--- src/rtl/mips_wb_pkg.sv ---
// Shared encodings for the MIPS writeback block: load types, FSM states and
// the hard-wired zero register index.
package mips_wb_pkg;

  typedef enum logic [2:0] {
    LT_LB  = 3'd0,
    LT_LBU = 3'd1,
    LT_LH  = 3'd2,
    LT_LHU = 3'd3,
    LT_LW  = 3'd4,
    LT_LWL = 3'd5,
    LT_LWR = 3'd6
  } load_type_e;

  typedef enum logic {
    ST_IDLE      = 1'b0,
    ST_WAIT_LOAD = 1'b1
  } wb_state_e;

  localparam logic [4:0] REG_ZERO = 5'd0;

endpackage

--- src/rtl/load_align.sv ---
// Combinational load data alignment: byte/halfword extraction with sign or
// zero extension, and the unaligned LWL/LWR merge with the old register value.
module load_align
  import mips_wb_pkg::*;
(
  input  logic [2:0]  i_type,
  input  logic [1:0]  i_offset,
  input  logic [31:0] i_word,
  input  logic [31:0] i_old,
  output logic [31:0] o_result
);

  logic [7:0]  w_byte;
  logic [15:0] w_half;

  assign w_byte = i_word[{i_offset, 3'b000} +: 8];
  assign w_half = i_word[{i_offset[1], 4'b0000} +: 16];

  // NOTE: o_result gets a default before the case so no path leaves it
  // unassigned, which would otherwise infer a latch.
  always_comb begin
    o_result = i_word;
    case (i_type)
      LT_LB:  o_result = {{24{w_byte[7]}}, w_byte};
      LT_LBU: o_result = {24'h000000, w_byte};
      LT_LH:  o_result = {{16{w_half[15]}}, w_half};
      LT_LHU: o_result = {16'h0000, w_half};
      // LWL fills the upper bytes from memory, keeps the low bytes of old.
      LT_LWL: begin
        case (i_offset)
          2'd0:    o_result = {i_word[7:0],  i_old[23:0]};
          2'd1:    o_result = {i_word[15:0], i_old[15:0]};
          2'd2:    o_result = {i_word[23:0], i_old[7:0]};
          default: o_result = i_word;
        endcase
      end
      // LWR fills the lower bytes from memory, keeps the high bytes of old.
      LT_LWR: begin
        case (i_offset)
          2'd0:    o_result = i_word;
          2'd1:    o_result = {i_old[31:24], i_word[31:8]};
          2'd2:    o_result = {i_old[31:16], i_word[31:16]};
          default: o_result = {i_old[31:8],  i_word[31:24]};
        endcase
      end
      default: o_result = i_word;
    endcase
  end

endmodule

--- src/rtl/regfile_writeback.sv ---
// Register-file writeback arbiter: one outstanding load, ALU results, and a
// one-entry ALU buffer for the cycle where both complete together.
module regfile_writeback
  import mips_wb_pkg::*;
(
  input  logic        clk,
  input  logic        reset,
  input  logic        alu_valid,
  input  logic [4:0]  alu_dest,
  input  logic [31:0] alu_result,
  input  logic        load_issue,
  input  logic [4:0]  load_dest,
  input  logic [2:0]  load_type,
  input  logic [1:0]  load_offset,
  input  logic        mem_readdatavalid,
  input  logic [31:0] mem_readdata,
  output logic [4:0]  merge_index,
  input  logic [31:0] merge_data,
  output logic        rf_write_enable,
  output logic [4:0]  rf_write_index,
  output logic [31:0] rf_write_data,
  output logic        stall,
  output logic        load_pending
);

  wb_state_e   r_state;
  logic [4:0]  r_ld_dest;
  logic [2:0]  r_ld_type;
  logic [1:0]  r_ld_offset;

  logic        r_buf_valid;
  logic [4:0]  r_buf_dest;
  logic [31:0] r_buf_data;

  logic        r_we;
  logic [4:0]  r_idx;
  logic [31:0] r_data;

  logic        w_in_wait;
  logic        w_load_done;
  logic [31:0] w_old;
  logic [31:0] w_load_value;
  logic        w_wr_valid;
  logic [4:0]  w_wr_dest;
  logic [31:0] w_wr_data;
  logic        w_buf_load;
  logic        w_buf_drain;

  assign w_in_wait   = (r_state == ST_WAIT_LOAD);
  assign w_load_done = w_in_wait && mem_readdatavalid;
  assign merge_index = w_in_wait ? r_ld_dest : REG_ZERO;

  // The register file has not absorbed the write on its outputs yet, so a
  // same-index write in flight is the true old value for LWL/LWR.
  assign w_old = (r_we && (r_idx == merge_index)) ? r_data : merge_data;

  load_align u_load_align (
    .i_type   (r_ld_type),
    .i_offset (r_ld_offset),
    .i_word   (mem_readdata),
    .i_old    (w_old),
    .o_result (w_load_value)
  );

  // Write slot arbitration: load completion, then buffered ALU, then live ALU.
  always_comb begin
    w_wr_valid  = 1'b0;
    w_wr_dest   = REG_ZERO;
    w_wr_data   = '0;
    w_buf_load  = 1'b0;
    w_buf_drain = 1'b0;
    if (w_load_done) begin
      w_wr_valid = 1'b1;
      w_wr_dest  = r_ld_dest;
      w_wr_data  = w_load_value;
      w_buf_load = alu_valid && !r_buf_valid;
    end else if (r_buf_valid) begin
      w_wr_valid  = 1'b1;
      w_wr_dest   = r_buf_dest;
      w_wr_data   = r_buf_data;
      w_buf_drain = 1'b1;
    end else if (alu_valid) begin
      w_wr_valid = 1'b1;
      w_wr_dest  = alu_dest;
      w_wr_data  = alu_result;
    end
  end

  // NOTE: all state updates use non-blocking assignments so every register
  // samples the pre-edge values regardless of statement order.
  always_ff @(posedge clk) begin
    if (reset) begin
      r_state     <= ST_IDLE;
      r_ld_dest   <= REG_ZERO;
      r_ld_type   <= LT_LW;
      r_ld_offset <= 2'd0;
      r_buf_valid <= 1'b0;
      r_buf_dest  <= REG_ZERO;
      r_buf_data  <= '0;
      r_we        <= 1'b0;
      r_idx       <= REG_ZERO;
      r_data      <= '0;
    end else begin
      case (r_state)
        ST_IDLE: begin
          if (load_issue) begin
            r_state     <= ST_WAIT_LOAD;
            r_ld_dest   <= load_dest;
            r_ld_type   <= load_type;
            r_ld_offset <= load_offset;
          end
        end
        ST_WAIT_LOAD: begin
          if (mem_readdatavalid) r_state <= ST_IDLE;
        end
        default: r_state <= ST_IDLE;
      endcase

      if (w_buf_load) begin
        r_buf_valid <= 1'b1;
        r_buf_dest  <= alu_dest;
        r_buf_data  <= alu_result;
      end else if (w_buf_drain) begin
        r_buf_valid <= 1'b0;
      end

      // Writes to r0 still occupy their slot but never strobe the file.
      r_we <= w_wr_valid && (w_wr_dest != REG_ZERO);
      if (w_wr_valid) begin
        r_idx  <= w_wr_dest;
        r_data <= w_wr_data;
      end
    end
  end

  assign rf_write_enable = r_we;
  assign rf_write_index  = r_idx;
  assign rf_write_data   = r_data;
  assign stall           = w_in_wait || r_buf_valid;
  assign load_pending    = w_in_wait;

endmodule

--- config.mk ---
export PLATFORM = sky130hd
export DESIGN_NAME = regfile_writeback
export DESIGN_NICKNAME = d
export VERILOG_FILES = /design/src/rtl/mips_wb_pkg.sv /design/src/rtl/load_align.sv /design/src/rtl/regfile_writeback.sv
export SDC_FILE = /design/constraint.sdc
export NUM_CORES = 1
export LEC_CHECK = 0
export ABC_AREA = 1
export CAP_MARGIN = 15
export CORE_AREA = 2 2 161 163
export CTS_CLUSTER_DIAMETER = 80
export CTS_CLUSTER_SIZE = 40
export DETAILED_ROUTE_END_ITERATION = 6
export DIE_AREA = 0 0 163 165
export DONT_BUFFER_PORTS = 1
export PLACE_DENSITY = 0.43
export SKIP_LAST_GASP = 1
export SLEW_MARGIN = 0
export SYNTH_ARGS = -nofsm -noshare
export SYNTH_HDL_FRONTEND = slang
export SYNTH_SLANG_ARGS = --single-unit
--- constraint.sdc ---
create_clock -name clk -period 1.91 [get_ports clk]
set_clock_uncertainty 0.2 [all_clocks]
set_input_delay 0.2865 -clock clk [delete_from_list [all_inputs] [get_ports clk]]
set_output_delay 0.2865 -clock clk [all_outputs]
set_load 0.01 [all_outputs]
==> results by group, run 1 <==
Route
  – Post-route DRC: 0
  – Drt pass-1 iters: 5
  – Routed Antenna Nets: 0
  – 1st-iter DRT viols: 611
  – Via count: 7634
  – Routed WL: 30.2 mm
  – WL/cell: 20.2 um
  – Vias per cell: 5.10

Global route
  – Global-route wire length before repair: 45.4 mm
  – Tot GR Track Use: 22.4%
  – Number of global-route vias before repair: 7626
  – Largest net degree at the start of global routing: 40
  – Initial antenna violation count: 0
  – Total gr overflow: 0

Critical path
  – CP most frequent cell: nand2_2
  – Crit Path Class: flop to flop
  – Crit Reg-Reg Startpoint: load_pending
  – R2R setup slack: -0.11 ns
  – Required @ worst endpoint: 1.96 ns
  – CP arrival: 2.07 ns
  – Startpoint Class: flop
  – Largest stage delay on the critical path: 0.38 ns
  – CP top delay family: simple AND/OR/NAND/NOR gates
  – Crit-path cells: buf_6 -> nand2_2 -> nand2_1 -> nand2_1 -> nand2_2 -> inv_2 -> nand3_4 -> buf_12 -> clkinv_8 -> buf_4 -> nand2_2 -> nand3_2 -> nand2_2 -> nand3_2 -> o21ai_2 -> a21oi_2
  – Slowest CP cell: dfxtp_4
  – Buf/Inv on CP: 5
  – CP Max Fanout: 8
  – Worst reg2reg path depth: 16
  – CP Capture Type: flop
  – Worst R2R End: rf_write_data[30]

Cells and area
  – Layout cells sized above 1: 20.6%
  – Commonest cells after routing, fill and taps aside: nand2_1 (272), a21oi_1 (122), buf_4 (117)
  – Final-layout fill cell count: 2769
  – # diodes: 0
  – Design Area, Final: 8560 um^2
  – Area grow syn2layout: 38.7%
  – Number of nets in the layout: 1278
  – Commonest non-fill, non-tap cell in the layout: nand2_1

Timing
  – Final WS setup: -0.106 ns
  – Worst-margin pin slew: 0.557 ns
  – Max Freq: 496 MHz
  – Tcrit/Tclk final: 106%
  – RSZ-0062 raised after global routing: true
  – Max_slew headroom: 62.8%
  – Setup Viol. Count Final: 24
  – Minimum clock period: 2.02 ns
  – Final slew viol count: 0
  – Hold_ws: -0.0339 ns
  – Final Hold Fails: 1
  – Total negative slack: -0.836 ns

Synth
  – Mapped Area: 6170 um^2
  – Yosys reg bits: 87
  – Ys async rst share: 0%
  – Primary FF master, synth: dfxtp_1
  – Yosys cell types: 35
  – Syn nets: 1143
  – Post-Syn Instances: 1027
  – Synth warnings: 0
  – Mean Syn Cell Area: 6.01 um^2
  – Sequential area share after synthesis: 28.2%
  – Post-synth EDFFs: 0

Die
  – Top Ports: 161
  – Die Wd: 163 um
  – Die area: 26900 um^2
  – Initial Util: 24.7%
  – Cell Rows: 58
  – Die H: 165 um
  – Core ar.: 25000 um^2

Power and ir drop
  – Pwr Density: 710 nW/um^2
  – Leak: 3.78 nW
  – Peak supply drop: 0.328 mV

Worst hold path
  – Tightest Hold Check Type: input port to flop
  – Hold wc startpoint: load_offset[0]
  – Hold depth: 2
  – Endpoint with the worst hold slack: r_ld_offset[0]

Clocking
  – Clock latency on the worst-skew pair: 0.36 ns
  – Root Driver: clkbuf_16
  – CTS H-tree lvls: 3
  – CTS clk-pin slew, worst paths: 0.08 ns
  – Worst-case clock buffer depth: 2
  – Clock sink count: 87
  – CTS tree: built
  – Num CTS Buffers: 9

Run status
  – Status: finished, violations left
  – Failing checks: hold timing, setup timing

Place
  – Placed cell area: 7370 um^2
  – IO buf count: 0
  – GPL Wtd Cong: 0.956
  – DP HPWL: 22.8 mm

Flow run
  – Max Cap Viol: 0
[synthesized netlist by cell type, types with 2 or more instances]
master | n | area [um^2]
inv_2 | 14 | 52.6
a221oi_1 | 8 | 70.1
o21a_1 | 4 | 30.0
clkinv_1 | 3 | 11.3
dfxtp_1 | 87 | 1740
nor2_1 | 61 | 229
nand3_1 | 122 | 611
buf_1 | 5 | 18.8
a21oi_1 | 124 | 621
buf_4 | 4 | 30.0
nand2_1 | 293 | 1100
a22oi_1 | 4 | 30.0
o21ai_1 | 9 | 45.0
nand4_1 | 2 | 12.5
o221ai_1 | 17 | 149
o211ai_1 | 16 | 120
nor2_2 | 2 | 12.5
nor2_4 | 5 | 56.3
o22ai_1 | 8 | 50.1
buf_6 | 4 | 45.0
mux2i_1 | 4 | 40.0
o2111ai_1 | 9 | 78.8
inv_1 | 76 | 285
a32oi_1 | 2 | 17.5
buf_2 | 15 | 75.1
nand2_2 | 9 | 56.3
o21ai_0 | 76 | 380
clkbuf_1 | 37 | 139
[per-layer routing]
layer	part of all wire, %	track usage [%]	vias to the layer above
met4	3.0	6.88	0
met3	9.2	6.10	44
met1	43	29.5	3549
li1	-	-	3740
met5	0	0	-
met2	45	35.5	301
[stage by stage]
step | setup slack (ns) | cells | utilization (%) | power [mW]
after floorplan | 0.0651 | 1027 | - | 3.15
after global placement | -0.165 | 1420 | 29.4 | 3.97
after detailed placement | -0.171 | 1420 | 29.4 | 3.95
after CTS | -0.0601 | 1493 | 33.3 | 6.00
after global routing | -0.245 | 1497 | 34.2 | 6.41
final | -0.106 | 1497 | 34.2 | 6.08
[cells by family (layout without fill, tap and decap cells)]
kind of cell / Yosys count / count (layout) / share of synthesized area (%)
mux: 4 / 4 / 0.649
simple gates: 498 / 498 / 34.4
flops: 87 / 87 / 28.2
compound gates: 279 / 279 / 26.0
buf+inv: 159 / 299 / 10.7
[where the power goes]
part,switching (mW),total [mW],internal [mW]
combinational,1.22,2.08,0.860
clock,0.870,1.90,1.03
sequential,0.164,2.10,1.93
total,2.26,6.08,3.83
[final cells by class]
class,count,area [um^2],share of cell area (%)
clock buffer,9,225,2.63
clock inverter,7,78.8,0.920
inverter,94,374,4.37
multi-input combinational,781,4000,46.7
sequential,87,1750,20.4
tap,330,413,4.82
timing repair buffer,188,1720,20.1
timing repair inverter,1,8.76,0.102
[worst reg2reg max path: stages, from the launching register on]
cell and delay [ns]:
dfxtp_4 0.38, buf_6 0.13, nand2_2 0.06, nand2_1 0.06
nand2_1 0.05, nand2_2 0.10, inv_2 0.06, nand3_4 0.13
buf_12 0.13, clkinv_8 0.08, buf_4 0.14, nand2_2 0.05
nand3_2 0.06, nand2_2 0.07, nand3_2 0.06, o21ai_2 0.08
a21oi_2 0.07
[flip-flops by register name (all words and copies together), names as in the netlist]
| name | cells |
|---|---|
| r_buf_data | 32 |
| rf_write_data | 32 |
| r_buf_dest | 5 |
| r_ld_dest | 5 |
| rf_write_index | 5 |
| r_ld_type | 3 |
| r_ld_offset | 2 |
| load_pending | 1 |
| r_buf_valid | 1 |
| rf_write_enable | 1 |
[how the worst max path moves through the flow]
stage | from | cells after the start | end
3_3_place_gp | load_pending | 13 | rf_write_data[24]
5_1_grt | load_pending | 14 | rf_write_data[20]
3_5_place_dp | load_pending | 13 | rf_write_data[24]
4_1_cts | load_pending | 14 | rf_write_data[4]
6_report | load_pending | 16 | rf_write_data[30]
2_1_floorplan | load_pending | 13 | rf_write_data[24]
[repair_timing]
| action | in CTS | in global routing |
|---|---|---|
| gates cloned | 0 | 1 |
| pin swaps | 5 | 10 |
| endpoints found under the setup margin | 32 | 73 |
| resized for setup | 23 | 53 |
| hold buffers | 56 | 0 |
| buffers inserted | 1 | 3 |
| hold endpoints to repair | 63 | 0 |
(Power assumes the default switching activity.)
==> run 2, diff against run 1 <==
--- a/config.mk
+++ b/config.mk
@@ -5,13 +5,12 @@
 export SDC_FILE = /design/constraint.sdc
 export NUM_CORES = 1
 export LEC_CHECK = 0
-export ABC_AREA = 1
 export CAP_MARGIN = 15
-export CORE_AREA = 2 2 161 163
+export CORE_AREA = 2 2 169 171
 export CTS_CLUSTER_DIAMETER = 80
 export CTS_CLUSTER_SIZE = 40
 export DETAILED_ROUTE_END_ITERATION = 6
-export DIE_AREA = 0 0 163 165
+export DIE_AREA = 0 0 171 173
 export DONT_BUFFER_PORTS = 1
 export PLACE_DENSITY = 0.43
 export SKIP_LAST_GASP = 1
==> results by group, run 2 <==
Timing
  – Final Hold Fails: 0 (-1)
  – Total negative slack: -3.31 ns (-2.48 ns)
  – Tcrit/Tclk final: 109% (+3.3 points)
  – Minimum clock period: 2.08 ns (+0.0632 ns)
  – Max_slew headroom: 64.8% (+2.0 points)
  – Hold_ws: 0.0180 ns (+0.0519 ns)
  – Max Freq: 481 MHz (-3.0%)
  – Final WS setup: -0.169 ns (-0.0632 ns)
  – Final slew viol count: 0 (unchanged)
  – Worst-margin pin slew: 0.527 ns (-0.0295 ns)
  – RSZ-0062 raised after global routing: true
  – Setup Viol. Count Final: 32 (+33%)

Global route
  – Total gr overflow: 0 (unchanged)
  – Global-route wire length before repair: 50.8 mm (+12%)
  – Number of global-route vias before repair: 8043 (+5.5%)
  – Tot GR Track Use: 22.8% (+0.44 points)
  – Initial antenna violation count: 1 (+1)
  – Largest net degree at the start of global routing: 61 (+53%)

Synth
  – Post-Synth Simple-Gate Area: 26.0% (-8.4 points)
  – Mapped Area: 6870 um^2 (+11%)
  – Post-Synth Adder-Cell Area: 0% (unchanged)
  – Ys async rst share: 0% (unchanged)
  – Syn nets: 1058 (-7.4%)
  – Post-Syn Instances: 942 (-8.3%)
  – XOR/XNOR Fraction of Synth Area: 0.491% (+0.49 points)
  – Post-synth top cells: nand2_1 (130), nor2_1 (97), dfxtp_1 (87)
  – Yosys cell types: 63 (+80%)
  – Synth warnings: 0 (unchanged)
  – Count leader, synth: nand2_1
  – Primary FF master, synth: dfxtp_1
  – Largest area contributor in the netlist: dfxtp_1
  – Main combinational cell family by area after synthesis: compound AO/OA/AOI/OAI gates
  – Yosys reg bits: 87 (unchanged)
  – Synth Area in Compound Gates: 31.7% (+5.7 points)
  – Post-synth top area share: 25.3% (-2.9 points)
  – Mean Syn Cell Area: 7.30 um^2 (+21%)
  – Sequential area share after synthesis: 25.3% (-2.9 points)
  – Post-synthesis mux area share: 10.7% (+10 points)
  – Top post-synthesis cells by area: dfxtp_1 (25%), mux2i_1 (7.7%), nand2_1 (7.1%)
  – Post-synth EDFFs: 0 (unchanged)

Critical path
  – Worst reg2reg path depth: 8 (-8)
  – Crit path launch: r_ld_dest[2]
  – Worst R2R End: rf_write_data[21]
  – Required @ worst endpoint: 1.95 ns (about the same)
  – CP Capture Type: flop
  – R2R setup slack: -0.17 ns (-0.06 ns)
  – Crit Path Class: flop to flop
  – CP Max Fanout: 6 (-2)
  – Startpoint Class: flop
  – Crit Reg-Reg Startpoint: r_ld_dest[2]
  – CP arrival: 2.12 ns (+0.05 ns)

Route
  – Vias per cell: 5.33 (+4.5%)
  – WL/cell: 22.5 um (+12%)
  – Drt pass-1 iters: 5 (unchanged)
  – 1st-iter DRT viols: 622 (+1.8%)
  – Routed Antenna Nets: 0 (unchanged)
  – Routed WL: 34.6 mm (+15%)
  – Via count: 8176 (+7.1%)
  – Post-route DRC: 0 (unchanged)

Clocking
  – Root Driver: clkbuf_16
  – Clock sink count: 87 (unchanged)
  – Worst-case clock buffer depth: 2 (unchanged)
  – Clock latency on the worst-skew pair: 0.37 ns (about the same)
  – CTS H-tree lvls: 3 (unchanged)
  – CTS clk-pin slew, worst paths: 0.08 ns (about the same)
  – Num CTS Buffers: 9 (unchanged)
  – CTS tree: built

Worst hold path
  – Tightest Hold Check Type: input port to flop
  – Hold wc startpoint: merge_data[20]
  – Hold depth: 2 (unchanged)
  – Endpoint with the worst hold slack: rf_write_data[20]

Place
  – Dpl ws: -0.351 ns (-0.180 ns)
  – IO buf count: 0 (unchanged)
  – Placed cell area: 8470 um^2 (+15%)
  – GPL Wtd Cong: 0.902 (-5.7%)
  – DP HPWL: 24.6 mm (+7.9%)

Cells and area
  – Area grow syn2layout: 51.1%
  – Util after Layout: 37.6% (+3.4 points)
  – Commonest cells after routing, fill and taps aside: buf_4 (154), nand2_1 (129), nor2_1 (95)
  – Commonest non-fill, non-tap cell in the layout: buf_4
  – Layout cells sized above 1: 27.0% (+6.4 points)
  – Design Area, Final: 10400 um^2 (+21%)
  – Number of nets in the layout: 1266 (-0.94%)

Die
  – Die area: 29600 um^2 (+10%)
  – Die Wd: 171 um (+4.9%)
  – Cell Rows: 61 (+5.2%)
  – Die H: 173 um (+4.8%)
  – Top Ports: 161 (unchanged)
  – Initial Util: 24.9% (+0.22 points)
  – Core ar.: 27600 um^2 (+10%)

Power and ir drop
  – Peak supply drop: 0.350 mV (+6.8%)
  – Leak: 3.89 nW (+2.9%)
  – Pwr Density: 607 nW/um^2 (-14%)

Run status
  – Status: finished, violations left
  – Failing checks: setup timing

Flow run
  – Max Cap Viol: 0 (unchanged)
-- run 2: changes by cell type in the layout (fill, tap and decap cells not counted), sizes merged, moves of 29 or more --
cell / delta
a21oi: -40
o21ai: -29
mux2i: +49
buf: +51
nand2: -172
nor2: +29
dlygate4sd3: +37
nand3: -101
inv: -80
-- run 2: worst max-delay path, cell delays in order, from the launching register on --
cell,delay (ns)
dfxtp_4,0.37
xnor2_2,0.14
nand4_1,0.18
a221oi_4,0.34
buf_6,0.18
buf_16,0.13
buf_12,0.11
mux2i_1,0.20
a211oi_1,0.10
-- run 2: worst max path at each step --
stage,to,slack (ns),cells after the start
2_1_floorplan,rf_write_data[22],0.001,7
3_3_place_gp,rf_write_data[20],-0.39,6
3_5_place_dp,rf_write_data[20],-0.35,6
4_1_cts,rf_write_data[20],-0.16,7
5_1_grt,rf_write_data[1],-0.27,8
6_report,rf_write_data[21],-0.17,8
-- run 2: timing repair --
action / in CTS / in global routing
endpoints found under the hold margin: 87 / 1
hold buffers: 92 / 1
cloned: 2 / 2
gates resized for setup: 54 / 42
buffers inserted: 13 / 3
setup endpoints to repair: 35 / 64
pin swaps: 18 / 17
-- run 2: layer usage --
layer	track usage [%]	routed length (um)
met3	5.93	2630
met5	0	0
met1	31.3	15500
met4	8.65	1110
met2	34.1	15300
-- run 2: power breakdown --
group / switching (mW) / leakage, nW / total, mW / internal [mW]
registers: 0.207 / 0.721 / 2.16 / 1.95
logic: 1.01 / 3.01 / 2.06 / 1.05
clock network: 0.863 / 0.159 / 2.09 / 1.23
total: 2.08 / 3.89 / 6.31 / 4.23
-- run 2: layout make-up --
type	instances	area [um^2]
tap	378	473
clock inverter	4	76.3
sequential	87	1770
timing repair buffer	278	2630
inverter	13	51.3
fill	2923	17200
multi-input combinational	761	5120
clock buffer	12	256
antenna	1	2.50
-- run 2: logic make-up after synthesis --
| family | count (synthesis) |
|---|---|
| compound gates | 323 |
| simple gates | 366 |
| buf+inv | 94 |
| flops | 87 |
| xor+xnor | 3 |
| mux | 69 |
-- run 2: per-stage QoR --
| step | total power [mW] | std cells |
|---|---|---|
| after floorplan | 3.13 | 942 |
| after global placement | 3.82 | 1405 |
| after detailed placement | 3.82 | 1405 |
| after CTS | 6.25 | 1528 |
| after global routing | 6.58 | 1534 |
| final | 6.31 | 1534 |
==> run 3, diff against run 2 <==
--- a/config.mk
+++ b/config.mk
@@ -6,13 +6,15 @@
 export NUM_CORES = 1
 export LEC_CHECK = 0
 export CAP_MARGIN = 15
-export CORE_AREA = 2 2 169 171
+export CELL_PAD_IN_SITES_DETAIL_PLACEMENT = 0
+export CELL_PAD_IN_SITES_GLOBAL_PLACEMENT = 1
+export CORE_AREA = 2 2 128 130
 export CTS_CLUSTER_DIAMETER = 80
 export CTS_CLUSTER_SIZE = 40
 export DETAILED_ROUTE_END_ITERATION = 6
-export DIE_AREA = 0 0 171 173
+export DIE_AREA = 0 0 130 132
 export DONT_BUFFER_PORTS = 1
-export PLACE_DENSITY = 0.43
+export PLACE_DENSITY = 0.82
 export SKIP_LAST_GASP = 1
 export SLEW_MARGIN = 0
 export SYNTH_ARGS = -nofsm -noshare
==> results by group, run 3 (same netlist as run 2, synthesis figures left out) <==
Power and ir drop
  – Pwr Density: 607 nW/um^2 (about the same)
  – Peak supply drop: 0.442 mV (+26%)
  – Leak: 3.56 nW (-8.5%)

Route
  – Vias per cell: 6.20 (+16%)
  – 1st-iter DRT viols: 1010 (+62%)
  – Post-route DRC: 0 (unchanged)
  – Routed WL: 29.2 mm (-16%)
  – WL/cell: 22.1 um (-2.0%)
  – Drt pass-1 iters: 5 (unchanged)
  – Via count: 8184 (+0.098%)
  – Routed Antenna Nets: 0 (unchanged)

Clocking
  – Root Driver: clkbuf_16
  – CTS clk-pin slew, worst paths: 0.07 ns (about the same)
  – Clock latency on the worst-skew pair: 0.35 ns (-0.02 ns)
  – Clock sink count: 87 (unchanged)
  – Num CTS Buffers: 9 (unchanged)
  – CTS tree: built
  – Worst-case clock buffer depth: 2 (unchanged)
  – CTS H-tree lvls: 3 (unchanged)

Cells and area
  – Design Area, Final: 9460 um^2 (-8.9%)
  – Area grow syn2layout: 37.7%
  – Commonest non-fill, non-tap cell in the layout: nand2_1
  – Number of nets in the layout: 1214 (-4.1%)
  – Layout cells sized above 1: 22.9% (-4.1 points)
  – Commonest cells after routing, fill and taps aside: nand2_1 (129), buf_4 (128), nor2_1 (96)

Place
  – DP HPWL: 20.5 mm (-17%)
  – Placed cell area: 7990 um^2 (-5.6%)
  – GPL Wtd Cong: 1.02 (+13%)
  – IO buf count: 0 (unchanged)

Timing
  – Hold_ws: -0.000719 ns (-0.0188 ns)
  – Max_slew headroom: 55.9% (-9.0 points)
  – Final Hold Fails: 2 (+2)
  – Final slew viol count: 0 (unchanged)
  – Tcrit/Tclk final: 109% (about the same)
  – Worst-margin pin slew: 0.655 ns (+0.127 ns)
  – Total negative slack: -2.60 ns (+0.713 ns)
  – RSZ-0062 raised after global routing: true
  – Minimum clock period: 2.08 ns (+0.0000180 ns)
  – Setup Viol. Count Final: 32 (unchanged)
  – Max Freq: 481 MHz (about the same)
  – Final WS setup: -0.169 ns (-0.0000180 ns)

Worst hold path
  – Hold wc startpoint: merge_data[6]
  – Endpoint with the worst hold slack: rf_write_data[6]
  – Tightest Hold Check Type: input port to flop
  – Hold depth: 2 (unchanged)

Run status
  – Failing checks: hold timing, setup timing
  – Status: finished, violations left

Critical path
  – Worst R2R End: rf_write_data[29]
  – Crit Reg-Reg Startpoint: r_ld_dest[1]
  – R2R setup slack: -0.17 ns (about the same)
  – Crit-path cells: and4bb_2 -> a22oi_2 -> a221oi_4 -> buf_6 -> mux2i_2 -> o41ai_2
  – Startpoint Class: flop
  – Crit Path Class: flop to flop
  – Required @ worst endpoint: 1.94 ns (about the same)
  – Largest stage delay on the critical path: 0.36 ns (about the same)
  – Slowest CP cell: dfxtp_4
  – CP arrival: 2.11 ns (about the same)
  – CP Max Fanout: 5 (-1)
  – CP Capture Type: flop
  – Worst reg2reg path depth: 6 (-2)

Global route
  – Tot GR Track Use: 32.9% (+10 points)
  – Total gr overflow: 0 (unchanged)
  – Number of global-route vias before repair: 7768 (-3.4%)
  – Global-route wire length before repair: 43.8 mm (-14%)
  – Initial antenna violation count: 1 (unchanged)
  – Largest net degree at the start of global routing: 61 (unchanged)

Die
  – Core ar.: 15700 um^2 (-43%)
  – Top Ports: 161 (unchanged)
  – Die Wd: 130 um (-24%)
  – Cell Rows: 46 (-25%)
  – Die area: 17200 um^2 (-42%)
  – Initial Util: 43.7% (+19 points)
  – Die H: 132 um (-24%)

Flow run
  – Max Cap Viol: 0 (unchanged)
[run 3: per-layer routing]
| metal | GRT usage [%] | vias to the layer above | part of all wire [%] |
|---|---|---|---|
| met5 | 0 | - | 0 |
| met4 | 10.6 | 0 | 2.9 |
| met3 | 10.7 | 61 | 12 |
| met2 | 49.3 | 490 | 44 |
| met1 | 44.5 | 3840 | 41 |
| li1 | - | 3793 | - |
[run 3: worst max-delay path by stage]
stage                                  from           endpoint
after floorplan              r_ld_offset[1]  rf_write_data[22]
after global placement       r_ld_offset[1]  rf_write_data[23]
after detailed placement     r_ld_offset[1]  rf_write_data[23]
after CTS                 rf_write_index[4]  rf_write_data[20]
after global routing           r_ld_dest[1]  rf_write_data[18]
final                          r_ld_dest[1]  rf_write_data[29]
[run 3: where the power goes]
part / internal (mW) / switching, mW / total (mW)
combinational: 0.903 / 0.921 / 1.82
clock: 0.966 / 0.809 / 1.77
sequential: 1.95 / 0.196 / 2.14
[run 3: layout make-up]
type                       instances  area (um^2)
antenna                            1         2.50
sequential                        87         1770
multi-input combinational        761         4990
clock inverter                     3         25.0
inverter                          13         51.3
clock buffer                      13          260
timing repair buffer             226         2090
fill                            1470         6250
tap                              216          270
[run 3: repair_timing]
item	4_1_cts	5_1_grt
hold endpoints to repair	84	0
setup buffers	2	6
resized for setup	37	32
hold buffers	81	0
gates cloned	0	2
pin swaps	6	7
endpoints found under the setup margin	32	33
[run 3: worst max-delay path, delay by kind of cell (launching register included)]
family / cells / cell delay, ns
multiplexers: 1 / 0.35
buffers and inverters: 1 / 0.20
AO/OA/AOI/OAI: 3 / 0.55
flip-flops: 1 / 0.36
AND/OR/NAND/NOR: 1 / 0.29
[run 3: metrics by stage]
step	hold WS (ns)	util [%]	total power, mW	cells	setup slack, ns
after floorplan	0.202	-	3.13	942	0.00126
after global placement	0.166	50.9	3.67	1213	-0.201
after detailed placement	0.166	50.9	3.68	1213	-0.212
after CTS	0.000604	58.7	5.65	1312	-0.0960
after global routing	0.00343	60.2	5.97	1319	-0.215
final	-0.000719	60.2	5.74	1320	-0.169
